`config.mk`:
```
export PLATFORM = sky130hd
export DESIGN_NAME = tpu_seq_ctrl_flat
export DESIGN_NICKNAME = d
export VERILOG_FILES = /design/src/rtl/tpu_seq_ctrl_if.sv /design/src/rtl/tpu_seq_ctrl.sv /design/src/flat_wrapper.sv
export SDC_FILE = /design/constraint.sdc
export NUM_CORES = 1
export LEC_CHECK = 0
export ABC_AREA = 1
export BUFFER_PORTS_ARGS = -buffer_cell sky130_fd_sc_hd__clkbuf_2
export CAP_MARGIN = 20
export CORE_MARGIN = 1.5
export CORE_UTILIZATION = 40
export DETAILED_ROUTE_END_ITERATION = 8
export SLEW_MARGIN = 25
export SYNTH_ARGS = -nofsm -noshare
export SYNTH_HDL_FRONTEND = slang
export SYNTH_SLANG_ARGS = --single-unit
```
`constraint.sdc`:
```
create_clock -name clk -period 2.3 [get_ports clk]
set_clock_uncertainty 0.2 [all_clocks]
set_input_delay 0.46 -clock clk [delete_from_list [all_inputs] [get_ports clk]]
set_output_delay 0.46 -clock clk [all_outputs]
set_load 0.02 [all_outputs]
```
`src/rtl/tpu_seq_ctrl_if.sv`:
```
// Sequencer bus: config-block start/enables, matmul handshake, status back.
// The slave side is the sequencer; the master side is config block plus datapath.
interface tpu_seq_ctrl_if;
    logic       start_tpu;
    logic       enable_matmul;
    logic       enable_norm;
    logic       enable_pool;
    logic       enable_activation;
    logic       done_mat_mul;
    logic       start_mat_mul;
    logic       en_norm_o;
    logic       en_pool_o;
    logic       en_act_o;
    logic       busy;
    logic       done_tpu;
    logic       error_timeout;
    logic [2:0] state_o;

    modport master (
        output start_tpu, enable_matmul, enable_norm,
        output enable_pool, enable_activation, done_mat_mul,
        input  start_mat_mul, en_norm_o, en_pool_o, en_act_o,
        input  busy, done_tpu, error_timeout, state_o
    );

    modport slave (
        input  start_tpu, enable_matmul, enable_norm,
        input  enable_pool, enable_activation, done_mat_mul,
        output start_mat_mul, en_norm_o, en_pool_o, en_act_o,
        output busy, done_tpu, error_timeout, state_o
    );
endinterface

```
`src/rtl/tpu_seq_ctrl.sv`:
```
// TPU operation sequencer: start edge, matmul wait with timeout,
// post-stage drain timing, and done/busy/error status.
module tpu_seq_ctrl #(
    parameter int DRAIN_CYCLES   = 8,
    parameter int TIMEOUT_CYCLES = 4096,
    parameter int CNT_WIDTH      = 16
) (
    input  logic clk,
    input  logic reset,
    tpu_seq_ctrl_if.slave bus
);
    typedef enum logic [2:0] {
        IDLE   = 3'd0,
        MATMUL = 3'd1,
        DRAIN  = 3'd2,
        DONE   = 3'd3,
        ERROR  = 3'd4
    } state_t;

    localparam logic [CNT_WIDTH-1:0] DC = CNT_WIDTH'(DRAIN_CYCLES);
    localparam logic [CNT_WIDTH-1:0] TO_LAST = CNT_WIDTH'(TIMEOUT_CYCLES - 1);

    state_t               state_q, state_d;
    logic [CNT_WIDTH-1:0] tcnt_q, tcnt_d;
    logic [CNT_WIDTH-1:0] dcnt_q, dcnt_d;
    logic [2:0]           en_q, en_d;
    logic                 start_prev;
    logic                 mm_q, busy_q, done_q, err_q;
    logic                 start_edge;
    logic [1:0]           n_en;
    logic [CNT_WIDTH-1:0] d_load;

    assign start_edge = bus.start_tpu & ~start_prev;
    assign n_en = {1'b0, bus.enable_norm} + {1'b0, bus.enable_pool}
                + {1'b0, bus.enable_activation};
    assign d_load = DC * CNT_WIDTH'(n_en);

    always_comb begin
        state_d = state_q;
        tcnt_d  = tcnt_q;
        dcnt_d  = dcnt_q;
        en_d    = en_q;
        unique case (state_q)
            IDLE: begin
                if (start_edge) begin
                    en_d   = {bus.enable_activation, bus.enable_pool,
                              bus.enable_norm};
                    dcnt_d = d_load;
                    tcnt_d = '0;
                    if (bus.enable_matmul)
                        state_d = MATMUL;
                    else if (d_load != '0)
                        state_d = DRAIN;
                    else
                        state_d = DONE;
                end
            end
            MATMUL: begin
                if (!bus.start_tpu) begin
                    state_d = IDLE;
                    tcnt_d  = '0;
                    dcnt_d  = '0;
                    en_d    = '0;
                end else if (bus.done_mat_mul) begin
                    tcnt_d  = '0;
                    state_d = (dcnt_q != '0) ? DRAIN : DONE;
                end else if (tcnt_q == TO_LAST) begin
                    tcnt_d  = '0;
                    state_d = ERROR;
                end else begin
                    tcnt_d = tcnt_q + 1'b1;
                end
            end
            DRAIN: begin
                if (!bus.start_tpu) begin
                    state_d = IDLE;
                    tcnt_d  = '0;
                    dcnt_d  = '0;
                    en_d    = '0;
                end else if (dcnt_q <= 1) begin
                    dcnt_d  = '0;
                    state_d = DONE;
                end else begin
                    dcnt_d = dcnt_q - 1'b1;
                end
            end
            DONE, ERROR: begin
                if (!bus.start_tpu) begin
                    state_d = IDLE;
                    en_d    = '0;
                end
            end
            default: begin
                state_d = IDLE;
                tcnt_d  = '0;
                dcnt_d  = '0;
                en_d    = '0;
            end
        endcase
    end

    // Status flops decode the next state so every output is a flop.
    always_ff @(posedge clk) begin
        if (reset) begin
            state_q    <= IDLE;
            tcnt_q     <= '0;
            dcnt_q     <= '0;
            en_q       <= '0;
            start_prev <= 1'b0;
            mm_q       <= 1'b0;
            busy_q     <= 1'b0;
            done_q     <= 1'b0;
            err_q      <= 1'b0;
        end else begin
            state_q    <= state_d;
            tcnt_q     <= tcnt_d;
            dcnt_q     <= dcnt_d;
            en_q       <= en_d;
            start_prev <= bus.start_tpu;
            mm_q       <= (state_d == MATMUL);
            busy_q     <= (state_d == MATMUL) || (state_d == DRAIN);
            done_q     <= (state_d == DONE);
            err_q      <= (state_d == ERROR);
        end
    end

    assign bus.start_mat_mul = mm_q;
    assign bus.busy          = busy_q;
    assign bus.done_tpu      = done_q;
    assign bus.error_timeout = err_q;
    assign bus.en_norm_o     = en_q[0];
    assign bus.en_pool_o     = en_q[1];
    assign bus.en_act_o      = en_q[2];
    assign bus.state_o       = state_q;
endmodule

```
`src/flat_wrapper.sv`:
```
// flat-port wrapper written by rule: the top's interface ports become plain ports
module tpu_seq_ctrl_flat 
#(
    parameter int DRAIN_CYCLES   = 8,
    parameter int TIMEOUT_CYCLES = 4096,
    parameter int CNT_WIDTH      = 16
)
  (clk, reset, bus_start_tpu, bus_enable_matmul, bus_enable_norm, bus_enable_pool, bus_enable_activation, bus_done_mat_mul, bus_start_mat_mul, bus_en_norm_o, bus_en_pool_o, bus_en_act_o, bus_busy, bus_done_tpu, bus_error_timeout, bus_state_o);
  tpu_seq_ctrl_if bus_i ();
  input  logic clk;
  input  logic reset;
  input wire logic [$bits(bus_i.start_tpu)-1:0] bus_start_tpu;
  input wire logic [$bits(bus_i.enable_matmul)-1:0] bus_enable_matmul;
  input wire logic [$bits(bus_i.enable_norm)-1:0] bus_enable_norm;
  input wire logic [$bits(bus_i.enable_pool)-1:0] bus_enable_pool;
  input wire logic [$bits(bus_i.enable_activation)-1:0] bus_enable_activation;
  input wire logic [$bits(bus_i.done_mat_mul)-1:0] bus_done_mat_mul;
  output wire logic [$bits(bus_i.start_mat_mul)-1:0] bus_start_mat_mul;
  output wire logic [$bits(bus_i.en_norm_o)-1:0] bus_en_norm_o;
  output wire logic [$bits(bus_i.en_pool_o)-1:0] bus_en_pool_o;
  output wire logic [$bits(bus_i.en_act_o)-1:0] bus_en_act_o;
  output wire logic [$bits(bus_i.busy)-1:0] bus_busy;
  output wire logic [$bits(bus_i.done_tpu)-1:0] bus_done_tpu;
  output wire logic [$bits(bus_i.error_timeout)-1:0] bus_error_timeout;
  output wire logic [$bits(bus_i.state_o)-1:0] bus_state_o;
  assign bus_i.start_tpu = bus_start_tpu;
  assign bus_i.enable_matmul = bus_enable_matmul;
  assign bus_i.enable_norm = bus_enable_norm;
  assign bus_i.enable_pool = bus_enable_pool;
  assign bus_i.enable_activation = bus_enable_activation;
  assign bus_i.done_mat_mul = bus_done_mat_mul;
  assign bus_start_mat_mul = bus_i.start_mat_mul;
  assign bus_en_norm_o = bus_i.en_norm_o;
  assign bus_en_pool_o = bus_i.en_pool_o;
  assign bus_en_act_o = bus_i.en_act_o;
  assign bus_busy = bus_i.busy;
  assign bus_done_tpu = bus_i.done_tpu;
  assign bus_error_timeout = bus_i.error_timeout;
  assign bus_state_o = bus_i.state_o;
  tpu_seq_ctrl #(.DRAIN_CYCLES(DRAIN_CYCLES), .TIMEOUT_CYCLES(TIMEOUT_CYCLES), .CNT_WIDTH(CNT_WIDTH)) u_core (.clk(clk), .reset(reset), .bus(bus_i));
endmodule
```
==> out/metrics.yaml <==
status: "finished clean"
async_reset_ff_frac: 0
start_util: 0.4194
start_kind: "flop"
root_buffer: "clkbuf_8"
r2r_end: "u_core.bus.busy"
synthesis.area_sq_um: 2512
seq_area_frac_synth: 0.3426
min_period_over_period: 0.8281
grt_pass1_vias: 1980
gp_congestion: 0.8398
vdd_drop_max_mv: 0.3010
synth-edff-count: 0
period_minus_slack_ps: 1905
end_kind: "flop"
ys_seq_elements: 43
grt_pass1_wl_mm: 8.935
yosysWarnings: 0
ff2ff_setup_slack_ps: 400
gr-total-overflow: 0
place_inst: 446
max-slew-margin-rel: 0.6858
die-width_microns: 82.25
worst_slack_ps: 395.3
initialDrtViolationCount: 130
max_clock_freq_mhz: 525.0
critPathTopFamily: "simple AND/OR/NAND/NOR gates"
wl_per_cell_microns: 11.24
critical_path_required_ps: 2300
dpl_worst_slack_ps: 366.7
drv_cap: 0
avgSynthCellArea_sq_um: 7.018
finalPower_uw: 1790
ys_types: 39
die_area_sq_um: 6765
worst_path_max_delay_cell: "dfxtp_1"
die_y_microns: 82.25
ctsResizeCount: 0
cts_sinks: 43
path_common_cell: "nand2_1"
reg2reg_depth: 10
startpoint: "u_core.tcnt_q[0]"
via_count: 2192
cpPeakStageDelay_ps: 380
powerDensity_nw_per_um2: 651.2
portBuffers: 17
cp.arrival_ps: 1900
dp_hpwl_mm: 3.812
cp_num_cells: 10
area_delta_synth_final_pct: 9.412
cp-endpoint: "u_core.bus.busy"
h-tree-depth: 2
synthFlopType: "dfxtp_1"
leakage_uw: 0.001190
postCtsHoldBufs: 0
drive_above_1_share: 0.1636
setup_tns_ps: 0
antenna_found_initial: 0
finalSetupViolations: 0
wl_mm: 5.104
coreArea_sq_um: 5991
slew_viol_final: 0
numCtsBuffers: 5
grt_max_degree: 20
ant_nets: 0
synth_nets: 370
grt.total_usage: 0.1717
min_from: "bus_enable_norm"
row_count: 28
worstPathCellList: "ha_1 -> nand3_1 -> nor2_4 -> nand2_1 -> nand2_1 -> nand2_1 -> nand2_1 -> nand3_1 -> nand2_1 -> nand2_1"
tightest_slew_ps: 470.8
path_buf_inv: 0
critPathKind: "flop to flop"
final_cell_area_sq_um: 2749
placed_cell_area_sq_um: 2664
num-nets-final: 390
diodes: 0
hp-class: "primary input to flop"
clkLatencyLatePin_ps: 300
r2r_start: "u_core.tcnt_q[0]"
final_cell_count_no_fill: 454
cts.reportedPaths.clkPinSlew_ps: 80
cts_setup_buffers: 0
hold_viol_final: 0
crit_fanout: 6
viasPerCell: 4.828
tritoncts: "built"
rsz0062_at_grt: "no"
first_pass_iters: 4
drc: 0
netlist_instances: 358
clockBufferDepth: 2
ios: 18
-- cell usage after synthesis (all sizes together), types with 2 or more instances --
cell type,number,share of area
and3,2,0.0050
xnor2,4,0.014
buf,5,0.015
o21ai,11,0.022
nand2,86,0.15
a31oi,2,0.0050
clkinv,2,0.0050
ha,3,0.015
xor2,7,0.024
inv,42,0.063
dfxtp,43,0.34
nor2,71,0.14
nand4,7,0.017
nand3,29,0.069
a21oi,24,0.051
nor3,13,0.034
-- through the flow --
| stage | hold slack (ps) | util |
|---|---|---|
| 6_report | 212.8 | 0.4589 |
| 4_1_cts | 204.2 | 0.4589 |
| 5_1_grt | 238.5 | 0.4589 |
| 3_5_place_dp | 258.5 | 0.4447 |
| 3_3_place_gp | 247.6 | 0.4447 |
| 2_1_floorplan | 237.1 | - |
-- logic make-up after synthesis --
| family | Yosys count | share of synthesized area |
|---|---|---|
| compound gates | 41 | 0.08965 |
| flops | 43 | 0.3426 |
| fa+ha+maj | 4 | 0.02291 |
| simple gates | 209 | 0.4218 |
| buf+inv | 50 | 0.08466 |
| xor+xnor | 11 | 0.03835 |
-- metal layers --
metal  GRT usage  routed length [microns]  share of wire
met3     0.03297                      190          0.037
met2      0.2618                     2198           0.43
met4     0.06271                       88          0.017
met1      0.2388                     2627           0.51
met5           0                        0              0
-- how the worst min path moves through the flow --
stage / cells after the start / slack, ps / end
floorplan: 2 / 240 / u_core.tcnt_q[5]
global placement: 2 / 250 / u_core.tcnt_q[5]
detailed placement: 2 / 260 / u_core.tcnt_q[5]
CTS: 3 / 200 / u_core.en_q[0]
global route: 3 / 240 / u_core.en_q[0]
finish: 3 / 210 / u_core.en_q[0]
-- worst register-to-register path, delay by kind of cell, from the launching register on --
family | cells | cell delay (ps)
DFF | 1 | 380
adders and majority gates | 1 | 200
and+or+nand+nor | 9 | 1020
-- final cells by class --
cell class                      instances  area (sq um)
Inverter                               44         170.2
Multi-Input combinational cell        265          1439
Clock inverter                          2         12.51
Fill cell                             626          3242
Timing Repair Buffer                   19         100.1
Clock buffer                            6         72.57
Tap cell                               75         93.84
Sequential cell                        43         860.8
-- registers in the layout, indices dropped and copies added, names as in the netlist --
name / count
u_core.bus.state_o: 3
u_core.en_q: 3
u_core.bus.done_tpu: 1
u_core.bus.start_mat_mul: 1
u_core.start_prev: 1
u_core.bus.busy: 1
u_core.tcnt_q: 16
u_core.bus.error_timeout: 1
u_core.dcnt_q: 16
-- report_power, final --
part	internal (uW)	total, uW	switching [uW]
Sequential	779	814	34.9
Clock	212	475	263
Combinational	171	501	330
Total	1160	1790	628
-- layout by cell type (no fill, tap or decap) --
cell         n
xnor2_1      4
and3_1       2
clkinvlp_4   1
clkbuf_2    17
clkbuf_8     5
o21bai_1     1
nor3_1       9
nand3_2      3
nand4_1      7
nand2_8      1
dfxtp_1     43
nand2_1     77
o211ai_1     1
a22oi_1      1
nor2_1      60
a211oi_1     1
nand2_2      5
nand3b_1     1
xor2_1       7
inv_2        5
ha_1         3
nand3_1     25
nor3_2       4
clkinv_4     1
o21ai_1      2
clkbuf_1     1
clkinv_1     1
nor2_8       4
a31oi_1      2
clkinv_2     1
a21oi_2      2
inv_1       37
buf_4        2
o21ai_0      9
a21oi_1     22
nor2_4       3
nor2_2       4
fa_1         1
nand2_4      3
nand3_4      1
No activity file was read; power rests on OpenSTA's default activity.
